### src/rtl/inst_fetch_unit_pkg.sv
// inst_fetch_unit_pkg
// Shared definitions for the fetch front end: bus widths, the fetch FSM
// state encoding, the boolean/reset constants used by the cache and the
// pipeline, and a helper mapping a byte state to its byte lane.
package inst_fetch_unit_pkg;

    // Bus widths shared with the cache and the memory controller
    localparam int AddrBus = 32;
    localparam int InstBus = 32;
    localparam int ByteBus = 8;

    // Number of bytes gathered per miss and the width of a byte index
    localparam int InstBytes    = InstBus / ByteBus;
    localparam int ByteIdxWidth = $clog2(InstBytes);

    // Common boolean and reset-level constants
    localparam logic True_v    = 1'b1;
    localparam logic False_v   = 1'b0;
    localparam logic RstEnable = 1'b1;

    // Fetch FSM states: IDLE waits for a request, B0..B3 collect one byte
    // each from memory, FILL writes the cache and returns the word.
    typedef enum logic [2:0] {
        IDLE = 3'd0,
        B0   = 3'd1,
        B1   = 3'd2,
        B2   = 3'd3,
        B3   = 3'd4,
        FILL = 3'd5
    } fetch_state_e;

    // Byte lane written while in a given byte state (0 outside B0..B3)
    function automatic logic [ByteIdxWidth-1:0] byteIndex(input fetch_state_e s);
        logic [ByteIdxWidth-1:0] idx;
        case (s)
            B1:      idx = ByteIdxWidth'(1);
            B2:      idx = ByteIdxWidth'(2);
            B3:      idx = ByteIdxWidth'(3);
            default: idx = '0;
        endcase
        return idx;
    endfunction

endpackage

### src/rtl/inst_fetch_unit_byte_assembler.sv
// fetch_byte_assembler
// Collects the bytes of one instruction into a little-endian word buffer.
// Byte k of the instruction lands in bits [8k+7:8k].
//
// Ports:
//   clk      clock
//   rst      synchronous active-high reset, clears the buffer
//   clear_i  discard the partially assembled word
//   load_i   write byte_i into lane idx_i
//   idx_i    byte lane to write
//   byte_i   incoming byte from memory
//   word_o   current buffer contents
module fetch_byte_assembler
    import inst_fetch_unit_pkg::*;
#(
    parameter int NUM_BYTES = InstBytes
) (
    input  logic                         clk,
    input  logic                         rst,
    input  logic                         clear_i,
    input  logic                         load_i,
    input  logic [$clog2(NUM_BYTES)-1:0] idx_i,
    input  logic [ByteBus-1:0]           byte_i,
    output logic [NUM_BYTES*ByteBus-1:0] word_o
);

    logic [NUM_BYTES*ByteBus-1:0] byteBuf_q;
    logic [NUM_BYTES*ByteBus-1:0] byteBuf_d;

    // Buffer register; clear wins over load so a flush never leaves a
    // stale byte behind.
    always_ff @(posedge clk) begin
        if (rst == RstEnable) begin
            byteBuf_q <= '0;
        end else begin
            byteBuf_q <= byteBuf_d;
        end
    end

    // Next buffer value: clear, insert one byte into its lane, or hold
    always_comb begin
        byteBuf_d = byteBuf_q;
        if (clear_i) begin
            byteBuf_d = '0;
        end else if (load_i) begin
            byteBuf_d[idx_i*ByteBus +: ByteBus] = byte_i;
        end
    end

    assign word_o = byteBuf_q;

endmodule

### src/rtl/inst_fetch_unit.sv
// inst_fetch_unit
// Fetch front end between IF, the direct-mapped instruction cache and the
// byte-wide memory controller. A hit returns the cached word one cycle
// after the request; a miss reads four bytes from memory, assembles them
// little-endian, fills the cache and returns the word.
//
// Ports:
//   clk, rst        clock, synchronous active-high reset
//   rdy             global ready; low freezes all state
//   fetch_req_i     IF requests the instruction at pc_i
//   pc_i            word-aligned fetch address
//   flush_i         redirect; abort the current fetch
//   icache_rpc_o    cache lookup address (combinational copy of pc_i)
//   icache_hit_i    cache hit for icache_rpc_o
//   icache_inst_i   cached word
//   icache_we_o     cache fill strobe
//   icache_wpc_o    fill address
//   icache_winst_o  fill data
//   mem_req_o       byte read request
//   mem_addr_o      byte address requested
//   mem_ack_i       byte returned this cycle
//   mem_data_i      returned byte
//   inst_valid_o    one-cycle pulse: inst_o / inst_pc_o valid
//   inst_o          fetched instruction
//   inst_pc_o       PC of inst_o
//   busy_o          fetch unit is not IDLE
module inst_fetch_unit
    import inst_fetch_unit_pkg::*;
#(
    parameter int ADDR_WIDTH = AddrBus,
    parameter int INST_WIDTH = InstBus
) (
    input  logic                  clk,
    input  logic                  rst,
    input  logic                  rdy,
    input  logic                  fetch_req_i,
    input  logic [ADDR_WIDTH-1:0] pc_i,
    input  logic                  flush_i,
    output logic [ADDR_WIDTH-1:0] icache_rpc_o,
    input  logic                  icache_hit_i,
    input  logic [INST_WIDTH-1:0] icache_inst_i,
    output logic                  icache_we_o,
    output logic [ADDR_WIDTH-1:0] icache_wpc_o,
    output logic [INST_WIDTH-1:0] icache_winst_o,
    output logic                  mem_req_o,
    output logic [ADDR_WIDTH-1:0] mem_addr_o,
    input  logic                  mem_ack_i,
    input  logic [ByteBus-1:0]    mem_data_i,
    output logic                  inst_valid_o,
    output logic [INST_WIDTH-1:0] inst_o,
    output logic [ADDR_WIDTH-1:0] inst_pc_o,
    output logic                  busy_o
);

    localparam int INST_BYTES = INST_WIDTH / ByteBus;

    fetch_state_e state_q, state_d;

    logic [ADDR_WIDTH-1:0] fetchPc_q, fetchPc_d;
    logic                  memReq_q, memReq_d;
    logic [ADDR_WIDTH-1:0] memAddr_q, memAddr_d;
    logic                  instValid_q, instValid_d;
    logic [INST_WIDTH-1:0] inst_q, inst_d;
    logic [ADDR_WIDTH-1:0] instPc_q, instPc_d;
    logic                  icacheWe_q, icacheWe_d;
    logic [ADDR_WIDTH-1:0] icacheWpc_q, icacheWpc_d;
    logic [INST_WIDTH-1:0] icacheWinst_q, icacheWinst_d;

    logic                          bufClear;
    logic                          bufLoad;
    logic [$clog2(INST_BYTES)-1:0] bufIdx;
    logic [INST_WIDTH-1:0]         bufWord;

    fetch_byte_assembler #(
        .NUM_BYTES (INST_BYTES)
    ) u_assembler (
        .clk     (clk),
        .rst     (rst),
        .clear_i (bufClear),
        .load_i  (bufLoad),
        .idx_i   (bufIdx),
        .byte_i  (mem_data_i),
        .word_o  (bufWord)
    );

    // State and output registers. Reset has priority over rdy; while rdy is
    // low every register simply holds, including a pending valid pulse.
    always_ff @(posedge clk) begin
        if (rst == RstEnable) begin
            state_q       <= IDLE;
            fetchPc_q     <= '0;
            memReq_q      <= False_v;
            memAddr_q     <= '0;
            instValid_q   <= False_v;
            inst_q        <= '0;
            instPc_q      <= '0;
            icacheWe_q    <= False_v;
            icacheWpc_q   <= '0;
            icacheWinst_q <= '0;
        end else if (rdy) begin
            state_q       <= state_d;
            fetchPc_q     <= fetchPc_d;
            memReq_q      <= memReq_d;
            memAddr_q     <= memAddr_d;
            instValid_q   <= instValid_d;
            inst_q        <= inst_d;
            instPc_q      <= instPc_d;
            icacheWe_q    <= icacheWe_d;
            icacheWpc_q   <= icacheWpc_d;
            icacheWinst_q <= icacheWinst_d;
        end
    end

    // Next-state and registered-output logic. Pulses (valid, cache write)
    // default low; data/address outputs default to holding. The memory
    // request and address are set up one state ahead so they are valid in
    // the cycle each byte state is entered. Buffer control is only issued
    // when rdy is high, since the assembler has no stall input.
    always_comb begin
        state_d       = state_q;
        fetchPc_d     = fetchPc_q;
        memReq_d      = memReq_q;
        memAddr_d     = memAddr_q;
        instValid_d   = False_v;
        inst_d        = inst_q;
        instPc_d      = instPc_q;
        icacheWe_d    = False_v;
        icacheWpc_d   = icacheWpc_q;
        icacheWinst_d = icacheWinst_q;
        bufClear      = False_v;
        bufLoad       = False_v;
        bufIdx        = byteIndex(state_q);

        if (rdy) begin
            case (state_q)
                IDLE: begin
                    if (fetch_req_i && !flush_i) begin
                        if (icache_hit_i) begin
                            instValid_d = True_v;
                            inst_d      = icache_inst_i;
                            instPc_d    = pc_i;
                        end else begin
                            fetchPc_d = pc_i;
                            memReq_d  = True_v;
                            memAddr_d = pc_i;
                            bufClear  = True_v;
                            state_d   = B0;
                        end
                    end
                end

                B0, B1, B2, B3: begin
                    // A flush beats a same-cycle ack: the byte is dropped
                    // together with everything collected so far.
                    if (flush_i) begin
                        memReq_d = False_v;
                        bufClear = True_v;
                        state_d  = IDLE;
                    end else if (mem_ack_i) begin
                        bufLoad = True_v;
                        if (state_q == B3) begin
                            memReq_d = False_v;
                            state_d  = FILL;
                        end else begin
                            memAddr_d = fetchPc_q + ADDR_WIDTH'(bufIdx) + ADDR_WIDTH'(1);
                            case (state_q)
                                B0:      state_d = B1;
                                B1:      state_d = B2;
                                default: state_d = B3;
                            endcase
                        end
                    end
                end

                FILL: begin
                    // The word is already correct for fetchPc, so the cache
                    // is filled even on a flush; only the hand-off to IF is
                    // cancelled.
                    icacheWe_d    = True_v;
                    icacheWpc_d   = fetchPc_q;
                    icacheWinst_d = bufWord;
                    if (!flush_i) begin
                        instValid_d = True_v;
                        inst_d      = bufWord;
                        instPc_d    = fetchPc_q;
                    end
                    state_d = IDLE;
                end

                default: begin
                    memReq_d = False_v;
                    state_d  = IDLE;
                end
            endcase
        end
    end

    assign icache_rpc_o   = pc_i;
    assign icache_we_o    = icacheWe_q;
    assign icache_wpc_o   = icacheWpc_q;
    assign icache_winst_o = icacheWinst_q;
    assign mem_req_o      = memReq_q & rdy;
    assign mem_addr_o     = memAddr_q;
    assign inst_valid_o   = instValid_q;
    assign inst_o         = inst_q;
    assign inst_pc_o      = instPc_q;
    assign busy_o         = (state_q != IDLE);

endmodule

### config.mk
export PLATFORM = sky130hd
export DESIGN_NAME = inst_fetch_unit
export DESIGN_NICKNAME = d
export VERILOG_FILES = /design/src/rtl/inst_fetch_unit_pkg.sv /design/src/rtl/inst_fetch_unit_byte_assembler.sv /design/src/rtl/inst_fetch_unit.sv
export SDC_FILE = /design/constraint.sdc
export NUM_CORES = 1
export LEC_CHECK = 0
export BUFFER_PORTS_ARGS = -buffer_cell sky130_fd_sc_hd__buf_2
export CAP_MARGIN = 20
export CORE_AREA = 2 2 149 151
export CTS_CLUSTER_SIZE = 25
export DETAILED_ROUTE_END_ITERATION = 6
export DIE_AREA = 0 0 151 153
export PLACE_DENSITY = 0.76
export SYNTH_ARGS = -nofsm -noshare
export SYNTH_HDL_FRONTEND = slang
export SYNTH_SLANG_ARGS = --single-unit
### constraint.sdc
create_clock -name clk -period 3 [get_ports clk]
set_input_delay 0.15 -clock clk [delete_from_list [all_inputs] [get_ports clk]]
set_output_delay 0.15 -clock clk [all_outputs]
set_load 0.02 [all_outputs]
==> results of run 1 <==
-- how the worst max path moves through the flow --
stage | to | slack (ns) | depth (start not counted)
finish | mem_addr_o[22] | 0.31 | 10
global route | mem_addr_o[13] | 0.13 | 10
CTS | mem_addr_o[22] | 0.30 | 10
detailed placement | mem_addr_o[22] | 0.32 | 10
global placement | mem_addr_o[22] | 0.36 | 10
floorplan | mem_addr_o[22] | 0.13 | 13
-- stage by stage --
| step | utilization | hold slack (ns) | cell area [µm²] | std cells | total power, µW |
|---|---|---|---|---|---|
| floorplan | - | 0.290 | 10200 | 1236 | 3570 |
| global placement | 0.535 | 0.431 | 11500 | 1686 | 3770 |
| detailed placement | 0.535 | 0.438 | 11500 | 1686 | 3780 |
| CTS | 0.608 | 0.00296 | 13100 | 1798 | 7080 |
| global route | 0.608 | 0.0417 | 13100 | 1798 | 7270 |
| finish | 0.608 | 0.00946 | 13100 | 1800 | 7060 |
-- routing by layer --
layer  share of wire  vias to the layer above  global-route usage
li1                -                     4786                   -
met3           0.079                       60              0.0442
met2            0.49                      401               0.453
met1            0.40                     4682               0.319
met4           0.025                        0              0.0739
met5               0                        -                   0
-- synth_stat cells, types with 4 or more instances --
| master | instances | share of area |
|---|---|---|
| nand4_1 | 5 | 0.0031 |
| or4_1 | 4 | 0.0030 |
| a211o_1 | 5 | 0.0043 |
| nand2_1 | 269 | 0.099 |
| mux2i_1 | 64 | 0.063 |
| o21a_1 | 7 | 0.0052 |
| nor3b_1 | 4 | 0.0030 |
| buf_1 | 5 | 0.0018 |
| buf_2 | 31 | 0.015 |
| o21ai_0 | 11 | 0.0054 |
| nand3_1 | 47 | 0.023 |
| nor4_1 | 4 | 0.0025 |
| a21oi_1 | 157 | 0.077 |
| o31ai_1 | 4 | 0.0030 |
| o221ai_1 | 7 | 0.0060 |
| nor3_1 | 10 | 0.0049 |
| nand3b_1 | 4 | 0.0030 |
| o2bb2ai_1 | 4 | 0.0034 |
| nor2_1 | 87 | 0.032 |
| buf_4 | 33 | 0.024 |
| clkbuf_1 | 61 | 0.023 |
| ha_1 | 7 | 0.0086 |
| dfxtp_1 | 230 | 0.45 |
| o21ai_1 | 4 | 0.0020 |
| xnor2_1 | 10 | 0.0086 |
| o21bai_1 | 4 | 0.0030 |
| or3_1 | 10 | 0.0062 |
| inv_1 | 7 | 0.0026 |
| and2_1 | 5 | 0.0031 |
| and3_1 | 8 | 0.0049 |
| and4_1 | 5 | 0.0043 |
| xor2_1 | 7 | 0.0060 |
| a22o_1 | 6 | 0.0052 |
| a211oi_1 | 66 | 0.049 |
-- where the power goes --
| part | internal, µW | switching (µW) | total (µW) |
|---|---|---|---|
| Sequential | 3110 | 46.8 | 3160 |
| Combinational | 244 | 380 | 624 |
| Clock | 2020 | 1250 | 3270 |
| Total | 5380 | 1680 | 7060 |
-- cells by family (layout without fill, tap and decap cells) --
kind of cell / count (synthesis) / after routing / synth area share
muxes: 65 / 65 / 0.0641
and+or+nand+nor: 479 / 479 / 0.207
xor gates and xnor gates: 17 / 17 / 0.0146
adders and majority gates: 9 / 9 / 0.0116
DFF: 230 / 230 / 0.453
AOI/OAI and AO/OA: 297 / 297 / 0.183
other: 0 / 2 / 0
buffers and inverters: 139 / 421 / 0.0673
-- registers in the layout, summed over array words and instances, names as in the netlist --
signal,flops
inst_valid_o,1
u_assembler.word_o,32
memReq_q,1
icache_we_o,1
inst_o,32
icache_winst_o,32
inst_pc_o,32
fetchPc_q,32
icache_wpc_o,32
state_q,3
mem_addr_o,32
-- critical path: cells and delay by family, from the launching register on --
| kind | cells | cell delay (ns) |
|---|---|---|
| adders and majority gates | 2 | 0.49 |
| AOI/OAI and AO/OA | 1 | 0.11 |
| buffers and inverters | 1 | 0.06 |
| and+or+nand+nor | 5 | 1.51 |
| xor gates and xnor gates | 1 | 0.08 |
| DFF | 1 | 0.39 |
-- area by class of cell --
cell class,instances,area (µm²),share of cell area
clock buffers,35,723,0.0554
flip-flops and latches,230,4600,0.352
clock inverters,9,153,0.0117
inverters,9,33.8,0.00259
repair buffers,368,2280,0.174
multi-input cells,867,4920,0.376
well taps,280,350,0.0268
diodes,2,5.00,0.000383
-- repair_timing --
item                       4_1_cts  5_1_grt
hold buffers                    68        0
setup endpoints to repair        0        0
hold endpoints to repair        95        0
==> impl_metrics.py, run 1 <==
metrics = {
    "worst_hold_path": {
        "min_path_cells": 3,
        "hold_class": "primary input to register",
        "min_from": "icache_inst_i[28]",
        "whs_endpoint": "inst_o[28]",
    },
    "clock_tree": {
        "clock_latency_ns": 0.51,
        "cts_max_level": 1,
        "postCtsSetupBuffers": 0,
        "cts_buffers": 24,
        "clkSinkCount": 230,
        "cts_buffer_depth": 3,
        "cts_tree": "built",
        "path_clk_slew_ns": 0.06,
        "cts-root-buf": "clkbuf_16",
        "ctsResizeCount": 0,
    },
    "die": {
        "core-area_um2": 21500,
        "die_h_um": 153,
        "die_w_um": 151,
        "io_pins": 275,
        "die-area_um2": 23100,
        "rows": 54,
        "start_util": 0.473,
    },
    "finish": {
        "fin_nets": 1587,
        "syn2layout_area_growth_pct": 28.4,
        "n_fill_cell": 1875,
        "drive_gt1_frac": 0.238,
        "layout_commonest_cell": "buf_2",
        "mostFrequentLayoutCells": "buf_2, nand2_1, dfxtp_1, a21oi_1, nor2_1",
    },
    "sta": {
        "tns_ns": 0,
        "rsz0062_at_grt": "no",
        "hold_violations": 0,
        "fin_crit_sh": 0.896,
        "skew_ns": 0.0138,
        "fmax_mhz": 372,
        "tightest_slew_ns": 0.857,
        "fin_crit_ns": 2.69,
        "max_slew_margin": 0.428,
        "slew_violations": 0,
        "layout_setup_ws_ns": 0.311,
        "finalSetupViolCount": 0,
    },
    "critical_path": {
        "crit_arrival_ns": 3.15,
        "crit_start": "state_q[2]",
        "r2r_end": "mem_addr_o[22]",
        "cp.required_ns": 3.46,
        "critPathCaptureType": "register",
        "r2r_cells": 10,
        "r2r_slack_ns": 0.31,
        "startpoint_type": "register",
        "slowest_delay_ns": 0.51,
        "cp_max_fo": 7,
        "path_cells": "xnor2_1 > or2_1 > ha_1 > inv_1 > fa_1 > nand4_4 > or3_1 > or4_1 > nand3_1 > a22o_1",
        "slowest_stage": "or3_1",
        "r2r-start": "state_q[2]",
        "critPathKind": "register to register",
    },
    "synth": {
        "synth-edff-count": 0,
        "seq_area_frac_synth": 0.453,
        "ys_seq_elements": 230,
        "synth_warnings": 0,
        "avgSynthCellArea_um2": 8.23,
        "syn_nets": 1323,
        "synthDistinctLibCells": 60,
        "synth_ff_type": "dfxtp_1",
        "synthArstFlopShare": 0,
        "synthCells": 1236,
        "synth_area_um2": 10200,
    },
    "run": {
        "max-cap-violations": 0,
    },
    "global_routing": {
        "antenna_found_initial": 2,
        "grt_max_degree": 89,
        "grt_pass1_wl_mm": 48.0,
        "track_usage": 0.257,
        "grt_pass1_vias": 9186,
        "grt_overflow_total": 0,
    },
    "power_and_ir_drop": {
        "peakVddDrop_uv": 346,
        "power_density_nw_per_um2": 540,
        "leakagePower_uw": 0.00560,
    },
    "detailed_routing": {
        "routed_via_density": 5.52,
        "wire_per_inst_um": 17.3,
        "drt_pre_antenna_iters": 7,
        "via_count": 9929,
        "route.antenna.remaining_nets": 0,
        "drtIter0Drc": 580,
        "wl_mm": 31.2,
        "drc_errors": 0,
    },
    "place": {
        "hpwl_mm": 20.4,
        "place_worst_setup_slack_ns": 0.315,
        "gp_congestion": 0.827,
        "portBuffers": 274,
    },
    "status": {
        "outcome": "complete, no violations",
    },
}
Power figures use the tool's default switching activity.
==> inputs of run 2 (changes only) <==
ABC_AREA = 1   (was default)
CORE_AREA = 2 2 151 153   (was 2 2 149 151)
CTS_CLUSTER_DIAMETER = 200   (was default)
DIE_AREA = 0 0 153 155   (was 0 0 151 153)
==> impl_metrics.py, run 2 <==
metrics = {
    "global_routing": {
        "antenna_found_initial": 3,
        "grt_max_degree": 119,
        "grt_pass1_wl_mm": 53.1,
        "grt_overflow_total": 0,
        "track_usage": 0.272,
        "grt_pass1_vias": 10172,
    },
    "synth": {
        "synth_xor_area_frac": 0.00420,
        "yosysTopAreaCell": "dfxtp_1",
        "synth-edff-count": 0,
        "synth_top_family_by_area": "simple AND/OR/NAND/NOR gates",
        "synthSimpleGateAreaFrac": 0.255,
        "ys_top_cells_by_count": "nand2_1, dfxtp_1, a21oi_1, nor2_1, nand3_1",
        "synth_ff_type": "dfxtp_1",
        "synthDistinctLibCells": 33,
        "synth_top_cells_by_area": "dfxtp_1, nand2_1, a21oi_1",
        "synthArstFlopShare": 0,
        "ys_seq_elements": 230,
        "synth_warnings": 0,
        "yosys.area_share.adder": 0.0103,
        "synth-compound-area-share": 0.197,
        "avgSynthCellArea_um2": 7.05,
        "yosysMostFrequentCell": "nand2_1",
        "synthCells": 1478,
        "yosysTopAreaCellShare": 0.442,
        "synth_area_um2": 10400,
        "synthMuxAreaShare": 0.00192,
        "syn_nets": 1565,
        "seq_area_frac_synth": 0.442,
    },
    "sta": {
        "hold_violations": 0,
        "tightest_slew_ns": 0.981,
        "slew_violations": 0,
        "fin_crit_ns": 2.66,
        "max_slew_margin": 0.346,
        "skew_ns": 0.0263,
        "fmax_mhz": 376,
        "layout_setup_ws_ns": 0.338,
        "finalSetupViolCount": 0,
        "tns_ns": 0,
        "rsz0062_at_grt": "no",
        "fin_crit_sh": 0.887,
    },
    "clock_tree": {
        "cts_buffer_depth": 3,
        "cts_buffers": 13,
        "cts_tree": "built",
        "cts-root-buf": "clkbuf_16",
        "path_clk_slew_ns": 0.10,
        "cts_max_level": 1,
        "clock_latency_ns": 0.48,
        "clkSinkCount": 230,
    },
    "power_and_ir_drop": {
        "peakVddDrop_uv": 590,
        "power_density_nw_per_um2": 549,
        "power_uw": 6960,
        "leakagePower_uw": 0.00529,
    },
    "critical_path": {
        "r2r_cells": 15,
        "critPathKind": "register to register",
        "crit_arrival_ns": 3.00,
        "path_cells": "nor2_1 > nor2_1 > inv_1 > nand2_1 > ha_1 > inv_1 > fa_1 > nand3_1 > nor2_2 > nand2_1 > inv_1 > nand3_1 > nand3_1 > nand2_1 > a21oi_1",
        "crit_start": "state_q[1]",
        "critPathCapture": "mem_addr_o[24]",
        "r2r_end": "mem_addr_o[24]",
        "critPathCaptureType": "register",
        "cp.required_ns": 3.33,
        "r2r-start": "state_q[1]",
        "cp_max_fo": 5,
        "startpoint_type": "register",
        "r2r_slack_ns": 0.34,
        "slowest_delay_ns": 0.47,
        "slowest_stage": "dfxtp_1",
    },
    "die": {
        "die_h_um": 155,
        "core-area_um2": 22200,
        "io_pins": 275,
        "start_util": 0.469,
        "die_w_um": 153,
        "die-area_um2": 23700,
        "rows": 55,
    },
    "detailed_routing": {
        "drc_errors": 1,
        "top_layer": "met5",
        "drt-met1-wl_mm": 13.6,
        "drt_pre_antenna_iters": 7,
        "wl_met3_mm": 2.76,
        "wire_per_inst_um": 17.0,
        "via_count": 10939,
        "drtIter0Drc": 883,
        "route.antenna.remaining_nets": 0,
        "dr_wl_met2_mm": 16.8,
        "routed_via_density": 5.46,
        "wl_mm": 34.0,
    },
    "finish": {
        "layout_commonest_cell": "nand2_1",
        "fin_nets": 1807,
        "postLayoutCoreUtil": 0.570,
        "drive_gt1_frac": 0.194,
        "instances_no_fill": 2005,
        "mostFrequentLayoutCells": "nand2_1, buf_2, dfxtp_1, a21oi_1, nor2_1",
        "syn2layout_area_growth_pct": 21.6,
    },
    "place": {
        "gp_congestion": 0.941,
        "hpwl_mm": 23.2,
        "place_inst": 1926,
        "place_worst_setup_slack_ns": 0.308,
        "portBuffers": 274,
    },
    "worst_hold_path": {
        "hold_class": "primary input to register",
    },
    "run": {
        "max-cap-violations": 0,
    },
    "status": {
        "outcome": "finished, violations left",
        "violations": "design-rule violations",
    },
}
run 2: how the worst min path moves through the flow:
stage                     slack (ns)                     to               from  cells past startpoint
after global placement          0.42             inst_o[28]  icache_inst_i[28]                      3
after detailed placement        0.43              inst_o[8]   icache_inst_i[8]                      3
after floorplan                 0.30           fetchPc_q[7]            pc_i[7]                      2
final                           0.04  u_assembler.word_o[2]      mem_data_i[2]                      5
after global routing            0.07  u_assembler.word_o[2]      mem_data_i[2]                      5
after CTS                       0.04  u_assembler.word_o[0]      mem_data_i[0]                      5
run 2: layout make-up:
class,instances,area [µm²]
fill,2123,9550
tap,285,357
antenna,1,2.50
sequential,230,4600
inverter,68,256
clock buffer,13,325
clock inverter,1,20.0
multi-input combinational,1049,4900
timing repair buffer,358,2210
run 2: kinds of logic (layout without fill, tap and decap cells):
group / after synthesis / after routing
AO/OA/AOI/OAI: 392 / 392
multiplexers: 2 / 2
buffers and inverters: 199 / 440
other: 0 / 1
adder cells (fa/ha/maj): 8 / 8
XOR/XNOR: 5 / 5
AND/OR/NAND/NOR: 642 / 642
flip-flops: 230 / 230
run 2: report_power, final:
part,internal (µW),switching (µW),total (µW)
Sequential,3260,150,3410
Clock,802,1030,1830
Combinational,562,1160,1720
Total,4620,2330,6960
run 2: critical path: cells and delay by family (launching register included):
kind            cells  cell delay [ns]
buf+inv             3             0.26
flops               1             0.47
fa+ha+maj           2             0.61
simple gates        9             1.12
compound gates      1             0.06
run 2: routing by layer:
layer / vias to the layer above / track usage
met4: 4 / 0.0780
met2: 458 / 0.485
met5: - / 0
met3: 56 / 0.0476
met1: 5055 / 0.338
li1: 5366 / -
run 2: through the flow:
stage                     hold WS (ns)  area (µm²)
after CTS                       0.0355       12700
after global placement           0.418       11700
after floorplan                  0.298       10400
after global routing            0.0698       12700
final                           0.0438       12700
after detailed placement         0.426       11700
run 2: repair_timing:
| action | in CTS | in global routing |
|---|---|---|
| buffers inserted | 0 | 0 |
| endpoints found under the setup margin | 0 | 4 |
| gates resized for setup | 0 | 1 |
| hold buffers | 64 | 0 |
| endpoints found under the hold margin | 73 | 0 |
